File: src/rtl/rf_pkg.sv
// Shared definitions for the register-file writeback arbiter slice.
package rf_pkg;

  localparam int XLEN_DEF = 32;
  localparam int AW_DEF   = 5;

  // Writeback requesters sharing the single reg_file write port.
  typedef enum logic {
    REQ_ALU = 1'b0,
    REQ_LSU = 1'b1
  } req_e;

  // True when a register index names a real (non-x0) register.
  function automatic logic is_real_reg(input logic [AW_DEF-1:0] r);
    return (r != '0);
  endfunction

endpackage

File: src/rtl/rr_arb2.sv
// Two-input writeback arbiter: round-robin between ALU and LSU, or LSU-always-wins
// when FIXED_PRIO is nonzero. Holds last_grant, which only moves on a real grant.
module rr_arb2
  import rf_pkg::*;
#(
  parameter int FIXED_PRIO = 0
) (
  input  logic clk,
  input  logic rst,
  input  logic req_alu,
  input  logic req_lsu,
  output logic gnt_alu,
  output logic gnt_lsu
);

  req_e last_grant;

  // Combinational grant: a lone requester always wins; on contention the
  // fixed-priority build favours LSU, otherwise whoever was not granted last.
  always_comb begin
    gnt_alu = 1'b0;
    gnt_lsu = 1'b0;
    if (req_alu && req_lsu) begin
      if ((FIXED_PRIO != 0) || (last_grant == REQ_ALU)) begin
        gnt_lsu = 1'b1;
      end else begin
        gnt_alu = 1'b1;
      end
    end else begin
      gnt_alu = req_alu;
      gnt_lsu = req_lsu;
    end
  end

  // Remember the most recent winner; reset to LSU so ALU wins the first tie.
  always_ff @(posedge clk) begin
    if (rst) begin
      last_grant <= REQ_LSU;
    end else if (gnt_alu) begin
      last_grant <= REQ_ALU;
    end else if (gnt_lsu) begin
      last_grant <= REQ_LSU;
    end
  end

endmodule

File: src/rtl/rf_wb_arbiter.sv
// Register-file writeback arbiter: shares the single reg_file write port between
// ALU and LSU, registers the winning write, and keeps a per-register pending-write
// scoreboard that stalls issue on RAW/WAW hazards.
module rf_wb_arbiter
  import rf_pkg::*;
#(
  parameter int XLEN       = XLEN_DEF,
  parameter int AW         = AW_DEF,
  parameter int FIXED_PRIO = 0
) (
  input  logic            clk,
  input  logic            rst,
  input  logic            alu_valid,
  input  logic [AW-1:0]   alu_rd,
  input  logic [XLEN-1:0] alu_data,
  output logic            alu_ready,
  input  logic            lsu_valid,
  input  logic [AW-1:0]   lsu_rd,
  input  logic [XLEN-1:0] lsu_data,
  output logic            lsu_ready,
  input  logic            issue_valid,
  input  logic            issue_we,
  input  logic [AW-1:0]   issue_rd,
  input  logic [AW-1:0]   issue_rs0,
  input  logic [AW-1:0]   issue_rs1,
  output logic            issue_stall,
  output logic            rf_we,
  output logic [AW-1:0]   rf_waddr,
  output logic [XLEN-1:0] rf_wdata,
  output logic            err_wb
);

  localparam int NREG = 2 ** AW;

  logic            gnt_alu;
  logic            gnt_lsu;
  logic            grant;
  logic [AW-1:0]   gnt_rd;
  logic [XLEN-1:0] gnt_data;
  logic            wr_real;
  logic            issue_fire;

  // x0 has no scoreboard bit; busy_full pads it with a constant 0 so any
  // register index can be looked up directly.
  logic [NREG-1:1] busy;
  logic [NREG-1:1] busy_nxt;
  logic [NREG-1:0] busy_full;

  rr_arb2 #(
    .FIXED_PRIO (FIXED_PRIO)
  ) u_arb (
    .clk     (clk),
    .rst     (rst),
    .req_alu (alu_valid),
    .req_lsu (lsu_valid),
    .gnt_alu (gnt_alu),
    .gnt_lsu (gnt_lsu)
  );

  assign alu_ready = gnt_alu;
  assign lsu_ready = gnt_lsu;
  assign grant     = gnt_alu | gnt_lsu;
  assign gnt_rd    = gnt_lsu ? lsu_rd   : alu_rd;
  assign gnt_data  = gnt_lsu ? lsu_data : alu_data;

  // A grant to x0 completes the handshake but never reaches reg_file.
  assign wr_real   = grant && (gnt_rd != '0);

  assign busy_full = {busy, 1'b0};

  assign issue_stall = issue_valid &&
                       (busy_full[issue_rs0] || busy_full[issue_rs1] ||
                        (issue_we && busy_full[issue_rd]));

  assign issue_fire  = issue_valid && !issue_stall && issue_we && (issue_rd != '0);

  // Output stage: the granted write appears on the reg_file port one cycle later.
  // Address/data hold their last real write while rf_we is low.
  always_ff @(posedge clk) begin
    if (rst) begin
      rf_we    <= 1'b0;
      rf_waddr <= '0;
      rf_wdata <= '0;
    end else begin
      rf_we <= wr_real;
      if (wr_real) begin
        rf_waddr <= gnt_rd;
        rf_wdata <= gnt_data;
      end
    end
  end

  // Scoreboard next state: clear on the edge reg_file is written, set on issue.
  // Set needs the register idle, so a set and a clear never hit the same bit.
  always_comb begin
    busy_nxt = busy;
    for (int r = 1; r < NREG; r++) begin
      if (rf_we && (rf_waddr == AW'(r))) begin
        busy_nxt[r] = 1'b0;
      end
      if (issue_fire && (issue_rd == AW'(r))) begin
        busy_nxt[r] = 1'b1;
      end
    end
  end

  // Scoreboard register.
  always_ff @(posedge clk) begin
    if (rst) begin
      busy <= '0;
    end else begin
      busy <= busy_nxt;
    end
  end

  // Sticky error: a real writeback landed on a register nobody was waiting on.
  always_ff @(posedge clk) begin
    if (rst) begin
      err_wb <= 1'b0;
    end else if (wr_real && !busy_full[gnt_rd]) begin
      err_wb <= 1'b1;
    end
  end

endmodule

File: config.mk
export PLATFORM = sky130hd
export DESIGN_NAME = rf_wb_arbiter
export DESIGN_NICKNAME = d
export VERILOG_FILES = /design/src/rtl/rf_pkg.sv /design/src/rtl/rr_arb2.sv /design/src/rtl/rf_wb_arbiter.sv
export SDC_FILE = /design/constraint.sdc
export NUM_CORES = 1
export LEC_CHECK = 0
export CAP_MARGIN = 20
export CORE_ASPECT_RATIO = 0.5
export CORE_UTILIZATION = 40
export CTS_BUF_LIST = sky130_fd_sc_hd__clkbuf_8
export DETAILED_ROUTE_END_ITERATION = 8
export PLACE_DENSITY = 0.73
export SLEW_MARGIN = 5
export SYNTH_ARGS = -nofsm -noshare
export SYNTH_HDL_FRONTEND = slang
export SYNTH_SLANG_ARGS = --single-unit
File: constraint.sdc
create_clock -name clk -period 2.6 [get_ports clk]
set_input_delay 0.26 -clock clk [delete_from_list [all_inputs] [get_ports clk]]
set_output_delay 0.26 -clock clk [all_outputs]
set_load 0.02 [all_outputs]
==> results of run 1 <==
[synthesized netlist by cell type, types with 5 or more instances]
master    count  area share, %
dfxtp_1      71             33
mux2i_1      51             12
nor2_1       48            4.2
a211oi_1     36            6.3
clkbuf_1     28            2.5
mux4_2       28             15
nand3_1      27            3.2
nand2_1      19            1.7
o31ai_1      17            3.0
o41ai_1      15            3.1
buf_2         9            1.1
inv_1         9           0.79
o211ai_1      9            1.6
mux2_2        8            2.1
o311ai_0      7            1.4
nand3b_1      6            1.1
or2_2         5           0.73
[timing repair]
| item | in CTS | in global routing |
|---|---|---|
| hold buffers | 0 | 0 |
| pin swaps | 2 | 1 |
| setup buffers | 2 | 0 |
| resized for setup | 12 | 18 |
| gates cloned | 1 | 0 |
| setup endpoints to repair | 6 | 1 |
[worst min-delay path by stage]
stage                start          endpoint  slack (ns)  cells after the start
2_1_floorplan    lsu_valid  u_arb.last_grant        0.39                      2
3_3_place_gp        err_wb            err_wb        0.46                      2
3_5_place_dp        err_wb            err_wb        0.47                      2
4_1_cts             err_wb            err_wb        0.49                      2
5_1_grt        issue_rd[0]          busy[22]        0.51                      4
6_report            err_wb            err_wb        0.48                      2
[through the flow]
step,power [mW],util [%],std cells,setup TNS (ns)
finish,2.92,62.6,756,0
detailed placement,1.97,59.9,737,-9.75
global placement,1.97,59.9,737,-8.79
global route,3.04,62.6,756,-0.0148
floorplan,1.58,-,442,0
CTS,2.94,62.4,756,0
[area by class of cell]
class,count,area share [%]
multi-input combinational,321,41.6
timing repair buffer,198,29.5
sequential,71,22.3
tap,140,2.71
clock buffer,9,1.92
clock inverter,7,1.40
inverter,10,0.581
[routing by layer]
metal | global-route usage [%] | vias to the layer above
li1 | - | 2067
met1 | 31.4 | 2036
met2 | 43.6 | 229
met3 | 7.45 | 27
met4 | 10.3 | 0
met5 | 0 | -
[power groups by stage]
stage | sequential, mW | clock [mW] | combinational (mW)
finish | 1.20 | 0.955 | 0.763
floorplan | 1.28 | 0 | 0.304
global route | 1.21 | 1.02 | 0.817
global placement | 1.22 | 0 | 0.746
CTS | 1.20 | 0.978 | 0.763
detailed placement | 1.22 | 0 | 0.751
[kinds of logic (layout without fill, tap and decap cells)]
family	after synthesis	count (layout)
multiplexers	88	88
AND/OR/NAND/NOR	127	127
flip-flops	71	71
buffers and inverters	50	224
AO/OA/AOI/OAI	106	106
[worst max-delay path: cells and delay by family]
kind	cells	cell delay, ns
buf+inv	3	0.78
mux	3	0.92
simple gates	2	0.32
[sequential cells by signal, summed over array words and instances, names as in the netlist]
signal	flops
rf_wdata	32
busy	31
rf_waddr	5
err_wb	1
rf_we	1
u_arb.last_grant	1
==> flow_metrics.tcl, run 1 <==
set metrics [dict create \
    drive_above_1_share_pct 22.4 \
    n_fill_cell 874 \
    final_area_um2 6460 \
    cts_htree_levels 3 \
    setup_ws_ns 0.0444 \
    grt_pass1_vias 4196 \
    gp_congestion 0.936 \
    syn_to_final_growth_pct 50.6 \
    path_cells "clkdlybuf4s50_1 -> buf_6 -> mux4_2 -> mux4_2 -> mux2i_1 -> nand4_1 -> and2_1 -> buf_4" \
    synth_nets 537 \
    m1WireLength_mm 5.78 \
    clkTransAtPathRegs_ns 0.07 \
    most-common-layout-cells "clkdlybuf4s50_1, dfxtp_1, buf_4" \
    synth.area.mux_share_pct 29.0 \
    synth-adder-area-share_pct 0 \
    ant_nets 0 \
    dp_hpwl_mm 10.5 \
    multi_input_area_um2 2690 \
    synth_edf_count 0 \
    numCtsBuffers 9 \
    ys_ff_latch 71 \
    rows 26 \
    power.density_nw_per_um2 452 \
    relSlewSlack_pct 69.0 \
    synth_area_um2 4290 \
    power_switching_uw 827 \
    cp-end-kind "output pin" \
    overflow 0 \
    final_max_slew_viol_count 0 \
    max_freq_mhz 391 \
    critPathMostFrequentCell "mux4_2" \
    final_common_cell "clkdlybuf4s50_1" \
    clock_latency_ns 0.35 \
    layout.nets 706 \
    wl_met3_mm 1.25 \
    holdCritPathClass "flip-flop to flip-flop" \
    rsz0062_at_grt "true" \
    power_frac_comb_pct 26.2 \
    finalSetupViolations 0 \
    ios 137 \
    worstMarginPinSlew_ns 0.463 \
    startpoint_type "input pin" \
    reg2reg_slack_ns 0.17 \
    cts_tree "done" \
    max_stage_delay_ns 0.48 \
    status "finished clean" \
    vdd_ir_drop_max_mv 0.269 \
    timing.hold.ws_ns 0.478 \
    slowest_stage "clkdlybuf4s50_1" \
    register_area_um2 1440 \
    crit_fanout 9 \
    crit_type "input pin to output pin" \
    highest_layer "met4" \
    diodes 0 \
    skew_ns 0.0133 \
    cts-root-buf "clkbuf_8" \
    reg2reg_from "busy[12]" \
    viasPerCell 5.77 \
    start_util_pct 41.6 \
    synthCells 442 \
    pwr-share-clk_pct 32.7 \
    r2r-end "busy[14]" \
    drc_errors 0 \
    switching_share_pct 28.3 \
    endpoint "issue_stall" \
    synth_flop_cell "dfxtp_1" \
    synth_top_family_by_area "multiplexers" \
    drv_cap 0 \
    dp_slack_ns -0.593 \
    critPathLaunch "issue_rs1[1]" \
    hold_violations 0 \
    core_area_um2 10300 \
    die_y_um 75.2 \
    antenna_found_initial 0 \
    synth_compound_area_share_pct 19.1 \
    required_ns 2.34 \
    p_int_mw 2.09 \
    drt_iter0_drc 446 \
    p_leak_nw 2.45 \
    arrival_ns 2.30 \
    synth_xor_area_share_pct 0 \
    wl_met2_mm 6.50 \
    firstDrtPassIters 5 \
    grt_usage_pct 25.7 \
    wl_mm 13.8 \
    ys_async_sr_fraction_pct 0 \
    ys_types 43 \
    clock_sinks 71 \
    grt_max_degree 39 \
    period_minus_slack_ns 2.56 \
    syn_area_per_cell_um2 9.70 \
    grt_pass1_wl_mm 21.7 \
    dieArea_um2 11200 \
    yosys_warnings 0 \
    period_share_pct 98.3 \
    wl_per_cell_um 18.3 \
    die_x_um 148 \
    postPlaceCellArea_um2 6170 \
    cts_buffer_depth 2 \
    yosysSeqAreaShare_pct 33.1 \
    seq_power_share_pct 41.1 \
    synth_simple_gate_area_share_pct 14.1 \
    io_buffers 136 \
    r2r_cells 6 \
    vias 4359 \
]
(Power assumes the default switching activity.)
==> run 2: changes to the inputs <==
--- a/config.mk
+++ b/config.mk
@@ -11,6 +11,8 @@
 export CTS_BUF_LIST = sky130_fd_sc_hd__clkbuf_8
 export DETAILED_ROUTE_END_ITERATION = 8
 export PLACE_DENSITY = 0.73
+export RECOVER_POWER = 50
+export SKIP_LAST_GASP = 1
 export SLEW_MARGIN = 5
 export SYNTH_ARGS = -nofsm -noshare
 export SYNTH_HDL_FRONTEND = slang
==> flow_metrics.tcl, run 2 (same netlist as run 1, synthesis figures left out) <==
set metrics [dict create \
    status "finished clean" \
    vias 4381 \
    diodes 0 \
    period_share_pct 98.0 \
    antenna_found_initial 0 \
    drc_errors 0 \
    r2r_cells 6 \
    crit_type "input pin to output pin" \
    core_area_um2 10300 \
    holdCritPathClass "flip-flop to flip-flop" \
    arrival_ns 2.29 \
    largest-register "rf_wdata" \
    overflow 0 \
    setup_ws_ns 0.0520 \
    grt_max_degree 39 \
    wl_met2_mm 6.49 \
    cp_top_family "multiplexers" \
    die_x_um 148 \
    largestRegisters "rf_wdata (32), busy (31), rf_waddr (5)" \
    wl_met3_mm 1.31 \
    drt_iter0_drc 475 \
    ios 137 \
    syn_to_final_growth_pct 50.2 \
    ant_nets 0 \
    finalSetupViolations 0 \
    crit_fanout 9 \
    reg2reg_from "busy[28]" \
    cp-end-kind "output pin" \
    max_stage_delay_ns 0.48 \
    skew_ns 0.0131 \
    register_area_um2 1440 \
    r2r-end "busy[14]" \
    cts_tree "done" \
    grt_pass1_wl_mm 21.7 \
    critPathLaunch "issue_rs1[1]" \
    reg2reg_slack_ns 0.19 \
    critPathMostFrequentCell "mux4_2" \
    required_ns 2.34 \
    dp_slack_ns -0.593 \
    cts-root-buf "clkbuf_8" \
    cp_num_buf_inv 3 \
    wl_per_cell_um 18.2 \
    drive_above_1_share_pct 22.1 \
    grt_usage_pct 25.7 \
    final_common_cell "clkdlybuf4s50_1" \
    firstDrtPassIters 5 \
    cts_buffer_depth 2 \
    n_fill_cell 878 \
    clock_sinks 71 \
    final_max_slew_viol_count 0 \
    layout.nets 706 \
    die_y_um 75.2 \
    wl_mm 13.8 \
    grt_pass1_vias 4196 \
    m1WireLength_mm 5.66 \
    power_mw 2.89 \
    most-common-layout-cells "clkdlybuf4s50_1, dfxtp_1, buf_4" \
    holdBufCountCts 0 \
    pwr-share-clk_pct 33.1 \
    p_int_mw 2.07 \
    timing.hold.ws_ns 0.472 \
    cts_htree_levels 3 \
    min_from "err_wb" \
    switching_share_pct 28.5 \
    rows 26 \
    power.density_nw_per_um2 449 \
    io_buffers 136 \
    drv_cap 0 \
    rsz0062_at_grt "true" \
    p_leak_nw 2.52 \
    clock_latency_ns 0.35 \
    postPlaceCellArea_um2 6170 \
    final_area_um2 6440 \
    start_util_pct 41.6 \
    path_cells "clkdlybuf4s50_1 -> buf_6 -> mux4_2 -> mux4_2 -> mux2i_1 -> nand4_1 -> and2_1 -> buf_4" \
    whs_path_depth 2 \
    hold_end "err_wb" \
    multi_input_area_um2 2680 \
    dieArea_um2 11200 \
    relSlewSlack_pct 4.90 \
    gp_congestion 0.936 \
    clkTransAtPathRegs_ns 0.07 \
    period_minus_slack_ns 2.55 \
    numCtsBuffers 9 \
    largest_reg_flops 32 \
    seq_power_share_pct 41.4 \
    slowest_stage "clkdlybuf4s50_1" \
    worstMarginPinSlew_ns 1.43 \
    startpoint_type "input pin" \
    highest_layer "met4" \
    power_frac_comb_pct 25.5 \
    dp_hpwl_mm 10.5 \
    viasPerCell 5.79 \
    power_switching_uw 823 \
    max_freq_mhz 392 \
    hold_violations 0 \
    vdd_ir_drop_max_mv 0.268 \
]
-- run 2: worst max-delay path by stage --
stage	to	slack (ns)	cells after the start
2_1_floorplan	issue_stall	0.14	7
3_3_place_gp	issue_stall	-0.57	8
3_5_place_dp	issue_stall	-0.59	8
4_1_cts	issue_stall	-0.01	8
5_1_grt	issue_stall	-0.01	8
6_report	issue_stall	0.05	8
-- run 2: power groups by stage --
stage | Sequential, mW | Clock (mW) | Combinational [mW]
global route | 1.20 | 1.02 | 0.793
detailed placement | 1.22 | 0 | 0.751
CTS | 1.20 | 0.978 | 0.763
finish | 1.20 | 0.956 | 0.737
global placement | 1.22 | 0 | 0.746
floorplan | 1.28 | 0 | 0.304
-- run 2: metal layers --
layer / GRT usage [%] / vias to the layer above
met5: 0 / -
met4: 10.3 / 0
met3: 7.45 / 39
met2: 43.6 / 247
met1: 31.4 / 2023
li1: - / 2072
-- run 2: per-stage QoR --
step	cells	utilization (%)	TNS, ns
finish	756	62.5	0
global route	756	62.5	-0.0148
CTS	756	62.4	-0.0105
detailed placement	737	59.9	-9.75
global placement	737	59.9	-8.79
floorplan	442	-	0
-- run 2: worst register-to-register path: cells and delay by family (launching register included) --
kind                   cells  cell delay (ns)
AOI/OAI and AO/OA          1             0.41
muxes                      3             1.09
DFF                        1             0.37
and+or+nand+nor            1             0.16
buffers and inverters      1             0.27
-- run 2: area by class of cell --
class / count / share of cell area (%)
multi-input combinational: 321 / 41.6
clock inverter: 7 / 1.40
sequential: 71 / 22.4
tap: 140 / 2.72
timing repair buffer: 198 / 29.5
clock buffer: 9 / 1.92
inverter: 10 / 0.583
-- run 2: repair_timing --
item,4_1_cts,5_1_grt
gates resized for setup,11,19
buffers inserted,2,0
gates cloned,1,0
pin swaps,2,1
endpoints found under the setup margin,6,1
endpoints found under the hold margin,0,0
==> run 3: changes to the inputs <==
--- a/config.mk
+++ b/config.mk
@@ -5,13 +5,15 @@
 export SDC_FILE = /design/constraint.sdc
 export NUM_CORES = 1
 export LEC_CHECK = 0
+export ABC_AREA = 1
 export CAP_MARGIN = 20
 export CORE_ASPECT_RATIO = 0.5
 export CORE_UTILIZATION = 40
 export CTS_BUF_LIST = sky130_fd_sc_hd__clkbuf_8
+export CTS_CLUSTER_SIZE = 12
 export DETAILED_ROUTE_END_ITERATION = 8
-export PLACE_DENSITY = 0.73
-export RECOVER_POWER = 50
+export PLACE_DENSITY = 0.72
+export RECOVER_POWER = 100
 export SKIP_LAST_GASP = 1
 export SLEW_MARGIN = 5
 export SYNTH_ARGS = -nofsm -noshare
==> flow_metrics.tcl, run 3 <==
set metrics [dict create \
    r2r_cells 12 \
    period_minus_slack_ns 2.38 \
    drc_errors 0 \
    relSlewSlack_pct 5.11 \
    yosysMostFrequentCell "nand2_1" \
    seq_power_share_pct 39.2 \
    finalSetupViolations 0 \
    clock_latency_ns 0.35 \
    grt_pass1_wl_mm 27.0 \
    drv_cap 0 \
    skew_ns 0.00907 \
    largest-register "rf_wdata" \
    ant_nets 0 \
    whs_path_depth 3 \
    viasPerCell 5.35 \
    hold_violations 0 \
    dp_hpwl_mm 13.3 \
    rsz0062_at_grt "false" \
    largestRegisters "rf_wdata (32), busy (31), rf_waddr (5)" \
    crit_type "input pin to output pin" \
    most-common-layout-cells "nand2_1, clkdlybuf4s50_1, nand3_1" \
    post-route-util_pct 57.4 \
    final_max_slew_viol_count 0 \
    max_freq_mhz 421 \
    vias 5717 \
    crit_fanout 16 \
    holdBufCountCts 0 \
    die_y_um 79.1 \
    yosys_warnings 0 \
    clock_sinks 71 \
    synth_top_area_share_pct 29.9 \
    syn_to_final_growth_pct 36.2 \
    startpoint_type "input pin" \
    p_int_mw 2.05 \
    numCtsBuffers 9 \
    final_common_cell "nand2_1" \
    cts_buffer_depth 2 \
    overflow 0 \
    rows 27 \
    gp_congestion 1.02 \
    power_switching_uw 965 \
    synthCells 773 \
    synth_nets 868 \
    period_share_pct 91.4 \
    grt_pass1_vias 5110 \
    synth_flop_cell "dfxtp_1" \
    drt_iter0_drc 478 \
    synth_area_um2 4750 \
    switching_share_pct 32.0 \
    finalSetupTns_ns 0 \
    required_ns 2.34 \
    synth_edf_count 0 \
    dieArea_um2 12400 \
    cp-end-kind "output pin" \
    start_util_pct 42.1 \
    io_buffers 136 \
    ys_types 30 \
    cts_tree "done" \
    synth_area_leader_cell "dfxtp_1" \
    cts_setup_buffers 0 \
    yosysSeqAreaShare_pct 29.9 \
    largest_reg_flops 32 \
    wl_per_cell_um 16.3 \
    grt_usage_pct 28.5 \
    vdd_ir_drop_max_mv 0.215 \
    grt_max_degree 65 \
    ios 137 \
    synthTopCellsByCount "nand2_1, nand3_1, dfxtp_1" \
    syn_area_per_cell_um2 6.15 \
    p_leak_nw 2.71 \
    diodes 0 \
    ys_async_sr_fraction_pct 0 \
    wl_mm 17.4 \
    status "finished clean" \
    power.density_nw_per_um2 465 \
    die_x_um 156 \
    pwr-share-clk_pct 33.0 \
    cts-root-buf "clkbuf_8" \
    clkTransAtPathRegs_ns 0.09 \
    arrival_ns 2.12 \
    core_area_um2 11300 \
    ys_top_cells_by_area "dfxtp_1, nand2_1, nand3_1" \
    ys_ff_latch 71 \
    antenna_found_initial 0 \
    holdCritPathClass "input pin to flip-flop" \
    power_frac_comb_pct 27.8 \
    cts_htree_levels 3 \
    layout.nets 1000 \
    drive_above_1_share_pct 6.93 \
    worstMarginPinSlew_ns 1.42 \
    firstDrtPassIters 5 \
]
run 3: per-stage QoR:
| step | setup slack, ns | hold WS (ns) | area (um^2) | cells | total power, mW |
|---|---|---|---|---|---|
| final | 0.224 | 0.470 | 6480 | 1068 | 3.01 |
| after global routing | 0.0413 | 0.468 | 6480 | 1068 | 3.16 |
| after CTS | 0.225 | 0.462 | 6480 | 1068 | 3.05 |
| after detailed placement | -0.0172 | 0.495 | 6270 | 1053 | 2.07 |
| after global placement | -0.00347 | 0.486 | 6270 | 1053 | 2.06 |
| after floorplan | 0.677 | 0.419 | 4750 | 773 | 1.69 |
run 3: kinds of logic (layout without fill, tap and decap cells):
| logic type | count (synthesis) | in the layout | share of synthesized area, % |
|---|---|---|---|
| AO/OA/AOI/OAI | 157 | 157 | 18.1 |
| buffers and inverters | 121 | 257 | 13.1 |
| flip-flops | 71 | 71 | 29.9 |
| AND/OR/NAND/NOR | 424 | 424 | 38.9 |
run 3: critical path: stages:
cell and delay (ns):
clkdlybuf4s50_1 0.58, buf_12 0.18, nand2_1 0.06, nand3_1 0.13
nand3_1 0.08, nand3_1 0.08, nand2_1 0.05, nand2_1 0.05
nand2_1 0.10, nor2_4 0.15, a21boi_1 0.08, dlygate4sd2_1 0.32
run 3: path summary, 6_finish.rpt:
check                                  start            to  slack (ns)
worst max-delay path            issue_rs0[0]   issue_stall        0.22
worst min-delay path            alu_data[13]  rf_wdata[13]        0.47
worst max register to register       busy[3]      busy[16]        0.40
worst min register to register      busy[23]      busy[23]        0.52
run 3: timing repair:
| item | 4_1_cts | 5_1_grt |
|---|---|---|
| gates resized for setup | 1 | 0 |
| setup endpoints to repair | 1 | 0 |
| hold endpoints to repair | 0 | 0 |
run 3: layout make-up:
type / count / area [um^2]
Tap cell: 159 / 199
Timing Repair Buffer: 171 / 1650
Clock inverter: 6 / 93.8
Inverter: 71 / 274
Fill cell: 1142 / 4810
Sequential cell: 71 / 1420
Multi-Input combinational cell: 581 / 2710
Clock buffer: 9 / 124
run 3: metal layers:
layer / global-route usage [%] / part of all wire, % / vias up
met2: 42.9 / 43 / 273
met3: 9.77 / 12 / 16
li1: - / - / 2854
met4: 6.76 / 1.3 / 0
met5: 0 / 0 / -
met1: 38.7 / 44 / 2574
run 3: power groups by stage:
| stage | Sequential (mW) | Clock [mW] | Combinational [mW] |
|---|---|---|---|
| after floorplan | 1.28 | 0 | 0.412 |
| after global placement | 1.21 | 0 | 0.852 |
| after detailed placement | 1.21 | 0 | 0.858 |
| after CTS | 1.19 | 1.01 | 0.859 |
| after global routing | 1.19 | 1.05 | 0.913 |
| final | 1.18 | 0.993 | 0.838 |
